==> src/rtl/sprite_motion.sv <==
// sprite_motion: per-frame position generator for N independent sprites.
// After each frame strobe (with run=1) a small FSM walks the channels, one
// channel per clock, stepping X and Y by the channel's speed. Each channel
// either bounces off or wraps around the travel bounds.
//
// Ports:
//   clk_pix   pixel clock
//   rst_pix   asynchronous active-high reset
//   frame     start-of-frame strobe (1 cycle)
//   run       1 = move on frame, 0 = hold positions
//   mode      per channel: 0 = bounce, 1 = wrap
//   spd_x/y   per-channel unsigned speed, channel i at [i*SPDW +: SPDW]
//   sprx/spry per-channel signed position, channel i at [i*CORDW +: CORDW]
//   dirx/diry per-channel direction: 0 = +, 1 = -
//   busy      update pass in progress (UPDATE or DONE)
//   done      1-cycle pulse at the end of a pass
//   overrun   sticky: frame arrived while busy
module sprite_motion #(
  parameter int CORDW     = 16,
  parameter int N         = 4,
  parameter int SPDW      = 4,
  parameter int H_RES     = 640,
  parameter int V_RES     = 480,
  parameter int SPR_DRAWW = 64,
  parameter int SPR_DRAWH = 64,
  parameter int MARGIN    = 128
) (
  input  logic               clk_pix,
  input  logic               rst_pix,
  input  logic               frame,
  input  logic               run,
  input  logic [N-1:0]       mode,
  input  logic [N*SPDW-1:0]  spd_x,
  input  logic [N*SPDW-1:0]  spd_y,
  output logic [N*CORDW-1:0] sprx,
  output logic [N*CORDW-1:0] spry,
  output logic [N-1:0]       dirx,
  output logic [N-1:0]       diry,
  output logic               busy,
  output logic               done,
  output logic               overrun
);

  localparam int IDXW = (N > 1) ? $clog2(N) : 1;

  // Bounds are kept one bit wider than a position so they compare directly
  // against the unclipped next position.
  localparam logic signed [CORDW:0] XL = (CORDW+1)'(-MARGIN);
  localparam logic signed [CORDW:0] XR = (CORDW+1)'(H_RES + MARGIN - SPR_DRAWW);
  localparam logic signed [CORDW:0] YL = (CORDW+1)'(-MARGIN);
  localparam logic signed [CORDW:0] YR = (CORDW+1)'(V_RES + MARGIN - SPR_DRAWH);

  localparam logic signed [CORDW-1:0] X_INIT = CORDW'(H_RES/2 - SPR_DRAWW/2);
  localparam logic signed [CORDW-1:0] Y_INIT = CORDW'(V_RES/2 - SPR_DRAWH/2);

  typedef enum logic [1:0] {IDLE, UPDATE, DONE} state_t;

  state_t                  state_q, state_d;
  logic [IDXW-1:0]         idx_q, idx_d;
  logic signed [CORDW-1:0] posx_q [N];
  logic signed [CORDW-1:0] posx_d [N];
  logic signed [CORDW-1:0] posy_q [N];
  logic signed [CORDW-1:0] posy_d [N];
  logic [N-1:0]            dirx_q, dirx_d;
  logic [N-1:0]            diry_q, diry_d;
  logic                    overrun_q, overrun_d;

  // One axis step. The sum is formed at CORDW+1 bits so that a step past a
  // bound is detected before it is clipped or wrapped. Landing exactly on a
  // bound is an ordinary move and keeps the direction.
  function automatic void axis_step(
    input  logic signed [CORDW-1:0] pos,
    input  logic                    dir,
    input  logic [SPDW-1:0]         spd,
    input  logic                    wrap,
    input  logic signed [CORDW:0]   lo,
    input  logic signed [CORDW:0]   hi,
    output logic signed [CORDW-1:0] pos_n,
    output logic                    dir_n
  );
    logic signed [CORDW:0] ext;
    logic signed [CORDW:0] sp;
    logic signed [CORDW:0] nxt;
    ext   = {pos[CORDW-1], pos};
    sp    = {{(CORDW+1-SPDW){1'b0}}, spd};
    nxt   = dir ? (ext - sp) : (ext + sp);
    pos_n = nxt[CORDW-1:0];
    dir_n = dir;
    if (!dir && (nxt > hi)) begin
      pos_n = wrap ? lo[CORDW-1:0] : hi[CORDW-1:0];
      dir_n = wrap ? dir : 1'b1;
    end else if (dir && (nxt < lo)) begin
      pos_n = wrap ? hi[CORDW-1:0] : lo[CORDW-1:0];
      dir_n = wrap ? dir : 1'b0;
    end
  endfunction

  // State and datapath registers; reset returns every channel to centre.
  always_ff @(posedge clk_pix or posedge rst_pix) begin
    if (rst_pix) begin
      state_q   <= IDLE;
      idx_q     <= '0;
      dirx_q    <= '0;
      diry_q    <= '0;
      overrun_q <= 1'b0;
      for (int i = 0; i < N; i++) begin
        posx_q[i] <= X_INIT;
        posy_q[i] <= Y_INIT;
      end
    end else begin
      state_q   <= state_d;
      idx_q     <= idx_d;
      dirx_q    <= dirx_d;
      diry_q    <= diry_d;
      overrun_q <= overrun_d;
      posx_q    <= posx_d;
      posy_q    <= posy_d;
    end
  end

  // Next-state logic. A frame seen while busy (including the DONE cycle) is
  // dropped and only flags overrun.
  always_comb begin
    state_d   = state_q;
    idx_d     = idx_q;
    overrun_d = overrun_q;
    case (state_q)
      IDLE: begin
        if (frame && run) begin
          state_d = UPDATE;
          idx_d   = '0;
        end
      end
      UPDATE: begin
        if (frame) overrun_d = 1'b1;
        if (idx_q == IDXW'(N-1)) begin
          state_d = DONE;
          idx_d   = '0;
        end else begin
          idx_d = idx_q + 1'b1;
        end
      end
      DONE: begin
        if (frame) overrun_d = 1'b1;
        state_d = IDLE;
      end
      default: begin
        state_d = IDLE;
        idx_d   = '0;
      end
    endcase
  end

  // Channel update: only the channel under the index changes, using the
  // mode and speeds present in its own update cycle.
  always_comb begin
    logic signed [CORDW-1:0] nx, ny;
    logic                    ndx, ndy;
    posx_d = posx_q;
    posy_d = posy_q;
    dirx_d = dirx_q;
    diry_d = diry_q;
    nx     = '0;
    ny     = '0;
    ndx    = 1'b0;
    ndy    = 1'b0;
    if (state_q == UPDATE) begin
      axis_step(posx_q[idx_q], dirx_q[idx_q], spd_x[int'(idx_q)*SPDW +: SPDW],
                mode[idx_q], XL, XR, nx, ndx);
      axis_step(posy_q[idx_q], diry_q[idx_q], spd_y[int'(idx_q)*SPDW +: SPDW],
                mode[idx_q], YL, YR, ny, ndy);
      posx_d[idx_q] = nx;
      posy_d[idx_q] = ny;
      dirx_d[idx_q] = ndx;
      diry_d[idx_q] = ndy;
    end
  end

  // Outputs decode directly from registers.
  always_comb begin
    busy    = (state_q != IDLE);
    done    = (state_q == DONE);
    overrun = overrun_q;
    dirx    = dirx_q;
    diry    = diry_q;
    for (int i = 0; i < N; i++) begin
      sprx[i*CORDW +: CORDW] = posx_q[i];
      spry[i*CORDW +: CORDW] = posy_q[i];
    end
  end

endmodule

==> config.mk <==
export PLATFORM = sky130hd
export DESIGN_NAME = sprite_motion
export DESIGN_NICKNAME = d
export VERILOG_FILES = /design/src/rtl/sprite_motion.sv
export SDC_FILE = /design/constraint.sdc
export NUM_CORES = 1
export LEC_CHECK = 0
export CORE_MARGIN = 1.5
export CORE_UTILIZATION = 40
export DETAILED_ROUTE_END_ITERATION = 7
export DONT_BUFFER_PORTS = 1
export GPL_ROUTABILITY_DRIVEN = 0
export PLACE_DENSITY = 0.54
export SYNTH_ARGS = -nofsm -noshare
export SYNTH_HDL_FRONTEND = slang
export SYNTH_SLANG_ARGS = --single-unit
export TNS_END_PERCENT = 100
==> constraint.sdc <==
create_clock -name clk_pix -period 9.35 [get_ports clk_pix]
set_input_delay 1.87 -clock clk_pix [delete_from_list [all_inputs] [get_ports clk_pix]]
set_output_delay 1.87 -clock clk_pix [all_outputs]
set_load 0.02 [all_outputs]
==> impl_metrics.csv, run 1 <==
group,metric,value,unit
min_path,hp-class,"reg -> reg",
final_layout,n_antenna_cell,0,
floorplanning,fp.dieW,161,um
place,port_buffers,0,
worst_setup_path,cp_max_fo,18,
global_route,antenna_found_initial,1,
sta,setup_tns,0,ns
sta,final-setup-viol-count,0,
final_layout,final_util,43.8,%
synth,synth_simple_gate_area_share,15.8,%
worst_setup_path,startpoint_type,"input pin",
worst_setup_path,worst-endpoint-arrival,6.89,ns
synth,yosys.area.top_type,"dfrtp_1",
synth,synth_top_family_by_area,"compound AO/OA/AOI/OAI gates",
place,hpwl,22.7,mm
worst_setup_path,slowest_delay,0.60,ns
synth,synth_compound_area_share,23.6,%
synth,synth-xor-area-share,2.91,%
clock_network,clk_path_buf_depth,2,
floorplanning,start_util,40.8,%
synth,syn_inst,1029,
synth,ys_ff_latch,141,
floorplanning,rows,57,
global_route,grt_pass1_vias,8220,
detailed_routing,avgRoutedWirePerCell,24.8,um
synth,avgSynthCellArea,9.67,um^2
global_route,grt_max_degree,76,
floorplanning,pin_count,179,
clock_network,path_clk_slew,0.07,ns
worst_setup_path,cp_cell_sequence,"mux2i_1 > a21oi_1 > nor3_1 > ha_1 > a21oi_1 > ha_1 > o2bb2ai_1 > o211ai_1 > a221oi_2 > o31ai_1 > xnor2_1 > nand4_1 > nor4_2 > o22ai_2 > buf_4 > o221ai_1 > o21ai_0",
synth,ys_seq_area_share,35.7,%
worst_setup_path,crit_type,"in -> reg",
synth,synthMuxAreaShare,12.3,%
worst_setup_path,cp.required,9.63,ns
final_layout,syn_to_final_growth,7.46,%
floorplanning,coreArea,24400,um^2
outcome,status,"complete, no violations",
clock_network,cts_tree,"done",
synth,syn_nets,1103,
detailed_routing,ant_nets,0,
flow_run,maxCapViolCount,0,
sta,finalCriticalPeriod,6.62,ns
detailed_routing,wl,32.7,mm
sta,maxSlewViolCount,0,
detailed_routing,drc,0,
synth,synth_warnings,0,
floorplanning,dieArea,25800,um^2
synth,ys_types,85,
synth,syn_area,9950,um^2
clock_network,cts_buffers,17,
global_route,grt_pass1_wl,51.3,mm
clock_network,clockRootBuffer,"clkbuf_16",
final_layout,layout.nets,1058,
clock_network,cts.htree.levels,4,
sta,fin_crit_sh,70.8,%
synth,synth_flop_cell,"dfrtp_1",
detailed_routing,vias_per_cell,6.41,
synth,synth-adder-area-share,4.93,%
sta,finalHoldViolations,0,
global_route,grtUsageTotal,25.7,%
worst_setup_path,cp_slowest_cell,"nor4_2",
global_route,grt_overflow,0,
sta,skew,0.0172,ns
clock_network,cts_resized,0,
final_layout,layout_commonest_cell,"dfrtp_1",
min_path,min_path_cells,2,
sta,worst_pin_slew,1.12,ns
detailed_routing,drtPass1Iterations,5,
synth,synth_edf_count,0,
clock_network,cts_sinks,141,
clock_network,post_cts_buffers,0,
sta,slew-limit-headroom,24.8,%
worst_setup_path,endpoint_kind,"register",
sta,fmax,151,MHz
detailed_routing,drtIter0Drc,1013,
worst_setup_path,r2r_cells,17,
clock_network,worst_skew_pair.late_latency,0.44,ns
floorplanning,die_h,161,um
final_layout,drive_gt1_share,16.5,%
synth,netlist_top_cells_area,"dfrtp_1 (30%), mux4_2 (9.1%), dfstp_2 (5.3%), nand2_1 (4.6%), o31ai_1 (4.1%)",
synth,async_flop_share,100,%
sta,rsz0062_at_grt,"false",
synth,synth_top_area_share,30.4,%
clock_network,cts_hold_buf,0,
final_layout,final_cell_mix,"dfrtp_1 (119), nand2_1 (118), nor2_1 (87), o31ai_1 (54), o21ai_0 (52)",
detailed_routing,vias,8470,
-- kinds of logic after synthesis --
| logic type | count (synthesis) |
|---|---|
| mux | 70 |
| fa+ha+maj | 39 |
| simple gates | 326 |
| flops | 141 |
| compound gates | 312 |
| buf+inv | 108 |
| xor+xnor | 33 |
-- Yosys cell counts (all sizes together) (6+ instances only) --
master	instances
a211oi	9
a21o	6
a21oi	38
a221o	29
a31oi	12
and2	18
buf	26
clkbuf	49
dfrtp	121
dfstp	20
ha	32
inv	33
mux2	21
mux2i	9
mux4	40
nand2	124
nand3	14
nand4	7
nor2	90
nor2b	7
nor3	18
nor4	8
o211ai	10
o21a	9
o21ai	58
o22a	9
o31a	10
o31ai	54
or2	8
or3	10
xnor2	23
xor2	10
-- metal layers --
| layer | GRT usage (%) | vias to the layer above | part of all wire [%] |
|---|---|---|---|
| met5 | 0 | - | 0.037 |
| met4 | 6.41 | 2 | 1.5 |
| met3 | 9.32 | 40 | 11 |
| met2 | 35.8 | 409 | 41 |
| met1 | 37.4 | 4213 | 46 |
| li1 | - | 3806 | - |
-- stage by stage --
| stage | cell area (um^2) | hold WS, ns | instances | setup slack (ns) |
|---|---|---|---|---|
| global placement | 10100 | 0.538 | 1289 | 2.51 |
| CTS | 10700 | 0.551 | 1321 | 2.82 |
| finish | 10700 | 0.551 | 1321 | 2.73 |
| global route | 10700 | 0.580 | 1321 | 2.26 |
| detailed placement | 10100 | 0.543 | 1289 | 2.39 |
| floorplan | 9950 | 0.510 | 1029 | 3.18 |
-- state kept, by name (all words and copies together), names as in the netlist --
register / cells
idx_q: 2
spry: 64
dirx: 4
sprx: 64
overrun: 1
diry: 4
state_q: 2
-- final cells by class --
| type | instances | area [um^2] |
|---|---|---|
| fill | 2375 | 13700 |
| tap | 324 | 405 |
| multi-input combinational | 780 | 5940 |
| clock inverter | 13 | 125 |
| timing repair buffer | 11 | 82.6 |
| clock buffer | 19 | 443 |
| inverter | 33 | 129 |
| sequential | 141 | 3560 |
-- path summary, 6_finish.rpt --
kind	startpoint	to	slack, ns
max in group asynchronous	rst_pix	idx_q[0]$_DFFE_PP0P_	6.50
worst max register to register	idx_q[0]$_DFFE_PP0P_	sprx[54]$_DFFE_PP0P_	2.99
min in group asynchronous	rst_pix	sprx[16]$_DFFE_PP0P_	1.42
worst min register to register	spry[4]$_DFFE_PP1P_	spry[4]$_DFFE_PP1P_	0.55
worst min-delay path	spry[4]$_DFFE_PP1P_	spry[4]$_DFFE_PP1P_	0.55
worst max-delay path	spd_y[14]	spry[11]$_DFFE_PP0P_	2.73
-- critical path, delay by kind of cell --
family,cells,cell delay [ns]
XOR/XNOR,1,0.41
multiplexers,1,0.38
AO/OA/AOI/OAI,9,2.31
AND/OR/NAND/NOR,3,1.08
buffers and inverters,1,0.24
adder cells (fa/ha/maj),2,0.57
Power of run 1 is left out: the tool's default activity adds up to more than one toggle a clock period on the data nets, which glitch-free logic cannot reach.
==> inputs of run 2 (changes only) <==
--- a/config.mk
+++ b/config.mk
@@ -10,7 +10,7 @@
 export DETAILED_ROUTE_END_ITERATION = 7
 export DONT_BUFFER_PORTS = 1
 export GPL_ROUTABILITY_DRIVEN = 0
-export PLACE_DENSITY = 0.54
+export PLACE_DENSITY = 0.56
 export SYNTH_ARGS = -nofsm -noshare
 export SYNTH_HDL_FRONTEND = slang
 export SYNTH_SLANG_ARGS = --single-unit
==> constraint.sdc (replaced) <==
create_clock -name clk_pix -period 5.9 [get_ports clk_pix]
set_input_delay 1.18 -clock clk_pix [delete_from_list [all_inputs] [get_ports clk_pix]]
set_output_delay 1.18 -clock clk_pix [all_outputs]
set_load 0.02 [all_outputs]
==> run 2 against run 1 <==
Compared with the run above: critical path depth unchanged; count of clock-buffer cells in the layout unchanged; via count up 0.61%; utilization up 1.3 points; flip-flop and latch count stayed put; sequential share of layout area is 0.98 points lower; global-route usage down 0.40 points; register-to-register slack got worse by 2.5 ns; hold slack got worse by 0.0035 ns; worst setup slack lost 2.3 ns; die area stayed put; clock skew grew 0.0010 ns; critical endpoint is now spry[27]$_DFFE_PP0P_.
==> impl_metrics.csv, run 2 (synthesized netlist as in run 1, its figures left out) <==
group,metric,value,unit
outcome,status,"complete, no violations",
global_route,antenna_found_initial,0,
clock_network,path_clk_slew,0.07,ns
place,hpwl,22.9,mm
min_path,hp-class,"reg -> reg",
clock_network,clockRootBuffer,"clkbuf_16",
global_route,grtUsageTotal,25.3,%
detailed_routing,drc,0,
global_route,grt_overflow,0,
worst_setup_path,endpoint_kind,"register",
clock_network,cts_tree,"done",
sta,fin_crit_sh,92.5,%
final_layout,drive_gt1_share,19.3,%
floorplanning,dieArea,25800,um^2
detailed_routing,ant_nets,0,
detailed_routing,avgRoutedWirePerCell,23.7,um
detailed_routing,drtIter0Drc,852,
worst_setup_path,crit_type,"in -> reg",
sta,fmax,183,MHz
sta,finalHoldViolations,0,
worst_setup_path,critPathLaunch,"spd_y[12]",
floorplanning,die_h,161,um
worst_setup_path,r2r_cells,17,
detailed_routing,vias_per_cell,6.28,
final_layout,n_fill_cell,2319,
floorplanning,coreArea,24400,um^2
clock_network,cts_buffers,17,
worst_setup_path,cp.required,6.23,ns
floorplanning,rows,57,
worst_setup_path,regToRegSetupSlack,0.45,ns
final_layout,syn_to_final_growth,10.7,%
worst_setup_path,worst-endpoint-arrival,5.79,ns
clock_network,worst_skew_pair.late_latency,0.44,ns
detailed_routing,wl,32.1,mm
floorplanning,pin_count,179,
detailed_routing,drtPass1Iterations,5,
worst_setup_path,r2r_end,"spry[27]$_DFFE_PP0P_",
worst_setup_path,startpoint_type,"input pin",
clock_network,cts_sinks,141,
clock_network,cts_resized,0,
clock_network,cts.htree.levels,4,
final_layout,layout.nets,1092,
place,port_buffers,0,
clock_network,post_cts_buffers,0,
sta,final-setup-viol-count,0,
detailed_routing,wl_met2,13.8,mm
global_route,grt_pass1_wl,50.2,mm
floorplanning,fp.dieW,161,um
floorplanning,start_util,40.8,%
sta,setup_tns,0,ns
final_layout,final_util,45.1,%
worst_setup_path,worstReg2RegStart,"idx_q[0]$_DFFE_PP0P_",
sta,maxSlewViolCount,0,
detailed_routing,wl_met3,3.40,mm
final_layout,layout_commonest_cell,"dfrtp_1",
clock_network,cts_hold_buf,0,
sta,worst_pin_slew,1.16,ns
global_route,grt_pass1_vias,8227,
detailed_routing,routed.top_layer,"met4",
global_route,grt_max_degree,107,
sta,slew-limit-headroom,22.2,%
worst_setup_path,worstSetupEndpoint,"spry[27]$_DFFE_PP0P_",
sta,rsz0062_at_grt,"false",
sta,skew,0.0182,ns
clock_network,clk_path_buf_depth,2,
final_layout,final_cell_mix,"dfrtp_1 (119), nand2_1 (118), nor2_1 (87), o31ai_1 (54), o21ai_0 (52)",
flow_run,maxCapViolCount,0,
detailed_routing,wl_met1,14.3,mm
detailed_routing,vias,8522,
sta,finalCriticalPeriod,5.46,ns
worst_setup_path,cp_max_fo,7,
run 2: cell type report:
| type | count | area [um^2] | area share, % |
|---|---|---|---|
| clock buffer | 19 | 443 | 4.02 |
| multi-input combinational | 780 | 5940 | 54.0 |
| inverter | 33 | 129 | 1.17 |
| sequential | 141 | 3560 | 32.3 |
| timing repair buffer | 45 | 375 | 3.41 |
| tap | 324 | 405 | 3.68 |
| clock inverter | 13 | 154 | 1.40 |
| antenna | 1 | 2.50 | 0.0227 |
run 2: worst min-delay path by stage:
stage | endpoint | cells past startpoint | from | slack, ns
CTS | spry[52]$_DFFE_PP1P_ | 2 | spry[52]$_DFFE_PP1P_ | 0.55
finish | spry[52]$_DFFE_PP1P_ | 2 | spry[52]$_DFFE_PP1P_ | 0.55
global route | spry[20]$_DFFE_PP1P_ | 2 | spry[20]$_DFFE_PP1P_ | 0.56
global placement | spry[20]$_DFFE_PP1P_ | 2 | spry[20]$_DFFE_PP1P_ | 0.54
floorplan | spry[36]$_DFFE_PP1P_ | 2 | spry[36]$_DFFE_PP1P_ | 0.51
detailed placement | spry[52]$_DFFE_PP1P_ | 2 | spry[52]$_DFFE_PP1P_ | 0.54
run 2: layer usage:
metal | track usage [%] | vias up
met2 | 38.2 | 388
met4 | 7.43 | 0
li1 | - | 3899
met5 | 0 | -
met1 | 34.8 | 4190
met3 | 7.64 | 45
run 2: worst max-delay path: stages:
cell	delay, ns
mux4_2	0.49
nor3_1	0.29
ha_1	0.29
a21oi_1	0.14
ha_1	0.27
o21a_1	0.11
o31a_1	0.13
o311a_1	0.37
nor2_1	0.15
a31oi_1	0.13
or4b_4	0.56
a222oi_1	0.43
and4_1	0.29
buf_4	0.15
or3_1	0.24
o221ai_1	0.32
o21ai_0	0.24
run 2: stage by stage:
step | std cells | area (um^2) | hold WS, ns | worst slack [ns]
after floorplan | 1029 | 9950 | 0.510 | 0.115
after detailed placement | 1323 | 10400 | 0.538 | 0.0480
after global placement | 1323 | 10400 | 0.537 | 0.170
after global routing | 1355 | 11000 | 0.565 | 0.0440
after CTS | 1355 | 11000 | 0.548 | 0.459
final | 1356 | 11000 | 0.548 | 0.443
Power of run 2 is left out for the same reason.
==> inputs of run 3 (changes only) <==
--- a/config.mk
+++ b/config.mk
@@ -6,11 +6,11 @@
 export NUM_CORES = 1
 export LEC_CHECK = 0
 export CORE_MARGIN = 1.5
-export CORE_UTILIZATION = 40
+export CORE_UTILIZATION = 25
 export DETAILED_ROUTE_END_ITERATION = 7
 export DONT_BUFFER_PORTS = 1
 export GPL_ROUTABILITY_DRIVEN = 0
-export PLACE_DENSITY = 0.56
+export PLACE_DENSITY = 0.4
 export SYNTH_ARGS = -nofsm -noshare
 export SYNTH_HDL_FRONTEND = slang
 export SYNTH_SLANG_ARGS = --single-unit
==> run 3 against run 2 <==
Compared with the run above: clock skew is 0.0075 ns lower; maximum frequency down 0.73%; non-clock buffer count increased by 25; via count is 0.28% lower; wire length rose by 15%; final cell count up 16%; hold slack worse by 0.0093 ns; sequential share of layout area is 1.2 points lower; cell area up 3.9%; flip-flop and latch count unchanged; count of clock-buffer cells in the layout increased by 5; global-route usage is 7.0 points lower; critical endpoint is now spry[62]$_DFFE_PP0P_.
==> impl_metrics.csv, run 3 (synthesized netlist as in run 1, its figures left out) <==
group,metric,value,unit
outcome,status,"complete, no violations",
worst_setup_path,cp.required,6.23,ns
detailed_routing,vias_per_cell,5.40,
clock_network,clockRootBuffer,"clkbuf_16",
clock_network,cts_sinks,141,
detailed_routing,ant_nets,0,
detailed_routing,drtPass1Iterations,5,
floorplanning,dieArea,41000,um^2
floorplanning,rows,72,
global_route,grt_pass1_wl,56.4,mm
worst_setup_path,regToRegSetupSlack,0.42,ns
detailed_routing,drc,0,
worst_setup_path,r2r_end,"spry[62]$_DFFE_PP0P_",
worst_setup_path,crit_type,"in -> reg",
clock_network,cts_tree,"done",
final_layout,n_fill_cell,4160,
sta,holdWs,0.538,ns
final_layout,n_antenna_cell,0,
worst_setup_path,cp_max_fo,7,
sta,rsz0062_at_grt,"false",
clock_network,cts.htree.levels,4,
detailed_routing,wl,37.0,mm
final_layout,layout_commonest_cell,"dfrtp_1",
place,hpwl,27.5,mm
worst_setup_path,worstReg2RegStart,"idx_q[1]$_DFFE_PP0P_",
sta,fin_crit_sh,93.2,%
sta,fmax,182,MHz
final_layout,drive_gt1_share,21.0,%
min_path,holdPathEnd,"sprx[21]$_DFFE_PP1P_",
sta,maxSlewViolCount,0,
sta,slew-limit-headroom,21.5,%
global_route,grt_pass1_vias,8226,
floorplanning,start_util,25.6,%
detailed_routing,drtIter0Drc,583,
sta,finalCriticalPeriod,5.50,ns
detailed_routing,vias,8498,
clock_network,cts_buffers,17,
floorplanning,pin_count,179,
sta,skew,0.0107,ns
final_layout,multi_input_area,5950,um^2
clock_network,clk_path_buf_depth,2,
final_layout,layout.nets,1117,
place,port_buffers,0,
min_path,min_path_cells,2,
worst_setup_path,startpoint_type,"input pin",
final_layout,syn_to_final_growth,15.0,%
sta,worst_pin_slew,1.18,ns
final_layout,seqCellArea,3560,um^2
floorplanning,coreArea,38900,um^2
global_route,grt_overflow,0,
flow_run,maxCapViolCount,0,
clock_network,path_clk_slew,0.06,ns
worst_setup_path,r2r_cells,18,
sta,final-setup-viol-count,0,
sta,setup_tns,0,ns
worst_setup_path,endpoint_kind,"register",
clock_network,worst_skew_pair.late_latency,0.44,ns
worst_setup_path,worst-endpoint-arrival,5.83,ns
global_route,grt_max_degree,52,
min_path,hp-class,"reg -> reg",
detailed_routing,avgRoutedWirePerCell,23.5,um
global_route,grtUsageTotal,18.2,%
worst_setup_path,critPathLaunch,"spd_y[13]",
floorplanning,die_h,202,um
min_path,hold_path_startpoint,"sprx[21]$_DFFE_PP1P_",
floorplanning,fp.dieW,202,um
place,placed_area,10800,um^2
sta,finalHoldViolations,0,
global_route,antenna_found_initial,1,
final_layout,postLayoutCellArea,11400,um^2
final_layout,final_cell_mix,"dfrtp_1 (119), nand2_1 (118), nor2_1 (87), buf_4 (67), o31ai_1 (54)",
## run 3: changes by cell type in the layout (fill, tap and decap cells not counted), sizes merged
cell      change
clkinv        -1
inv           -2
diode         -1
clkinvlp      -2
clkbuf        +5
buf          +25
## run 3: routing by layer
metal | GRT usage (%) | vias to the layer above | wire length (um) | part of all wire, %
met4 | 3.68 | 0 | 347 | 0.94
li1 | - | 3925 | - | -
met5 | 0 | - | 0 | 0
met2 | 26.8 | 286 | 16100 | 43
met3 | 6.65 | 18 | 3300 | 8.9
met1 | 25.6 | 4269 | 17300 | 47
## run 3: final cells by class
cell class	count	share of cell area, %
inverter	33	1.13
multi-input combinational	780	52.0
timing repair buffer	70	4.92
clock buffer	24	4.21
tap	518	5.67
clock inverter	8	0.930
sequential	141	31.1
## run 3: worst max-delay path, cell delays in order
cell and delay (ns):
mux4_2 0.49, nor3_1 0.31, ha_1 0.29, a21oi_1 0.13, ha_1 0.28, o21a_1 0.12
o31a_1 0.14, o311a_1 0.37, nor2_1 0.14, a31oi_1 0.13, or4b_4 0.55, a222oi_1 0.42
and4_1 0.42, nor2_2 0.14, or4_4 0.54, a22o_1 0.20
## run 3: repair_timing
action,in CTS,in global routing
hold buffers,0,0
resized for setup,0,1
setup endpoints to repair,0,5
setup buffers,0,6
## run 3: worst max path at each step
stage               slack, ns              endpoint
finish                   0.40  spry[62]$_DFFE_PP0P_
global route             0.11  spry[43]$_DFFE_PP0P_
CTS                      0.32  spry[45]$_DFFE_PP0P_
detailed placement       0.02  spry[45]$_DFFE_PP0P_
global placement         0.04  spry[23]$_DFFE_PP1P_
floorplan                0.11  spry[14]$_DFFE_PP0P_
## run 3: through the flow
stage | setup WS [ns] | utilization, % | std cells
6_report | 0.403 | 29.4 | 1574
3_5_place_dp | 0.0156 | 27.7 | 1536
3_3_place_gp | 0.0420 | 27.7 | 1536
5_1_grt | 0.113 | 29.4 | 1574
4_1_cts | 0.325 | 29.2 | 1568
2_1_floorplan | 0.115 | - | 1029
Power of run 3 is left out for the same reason.
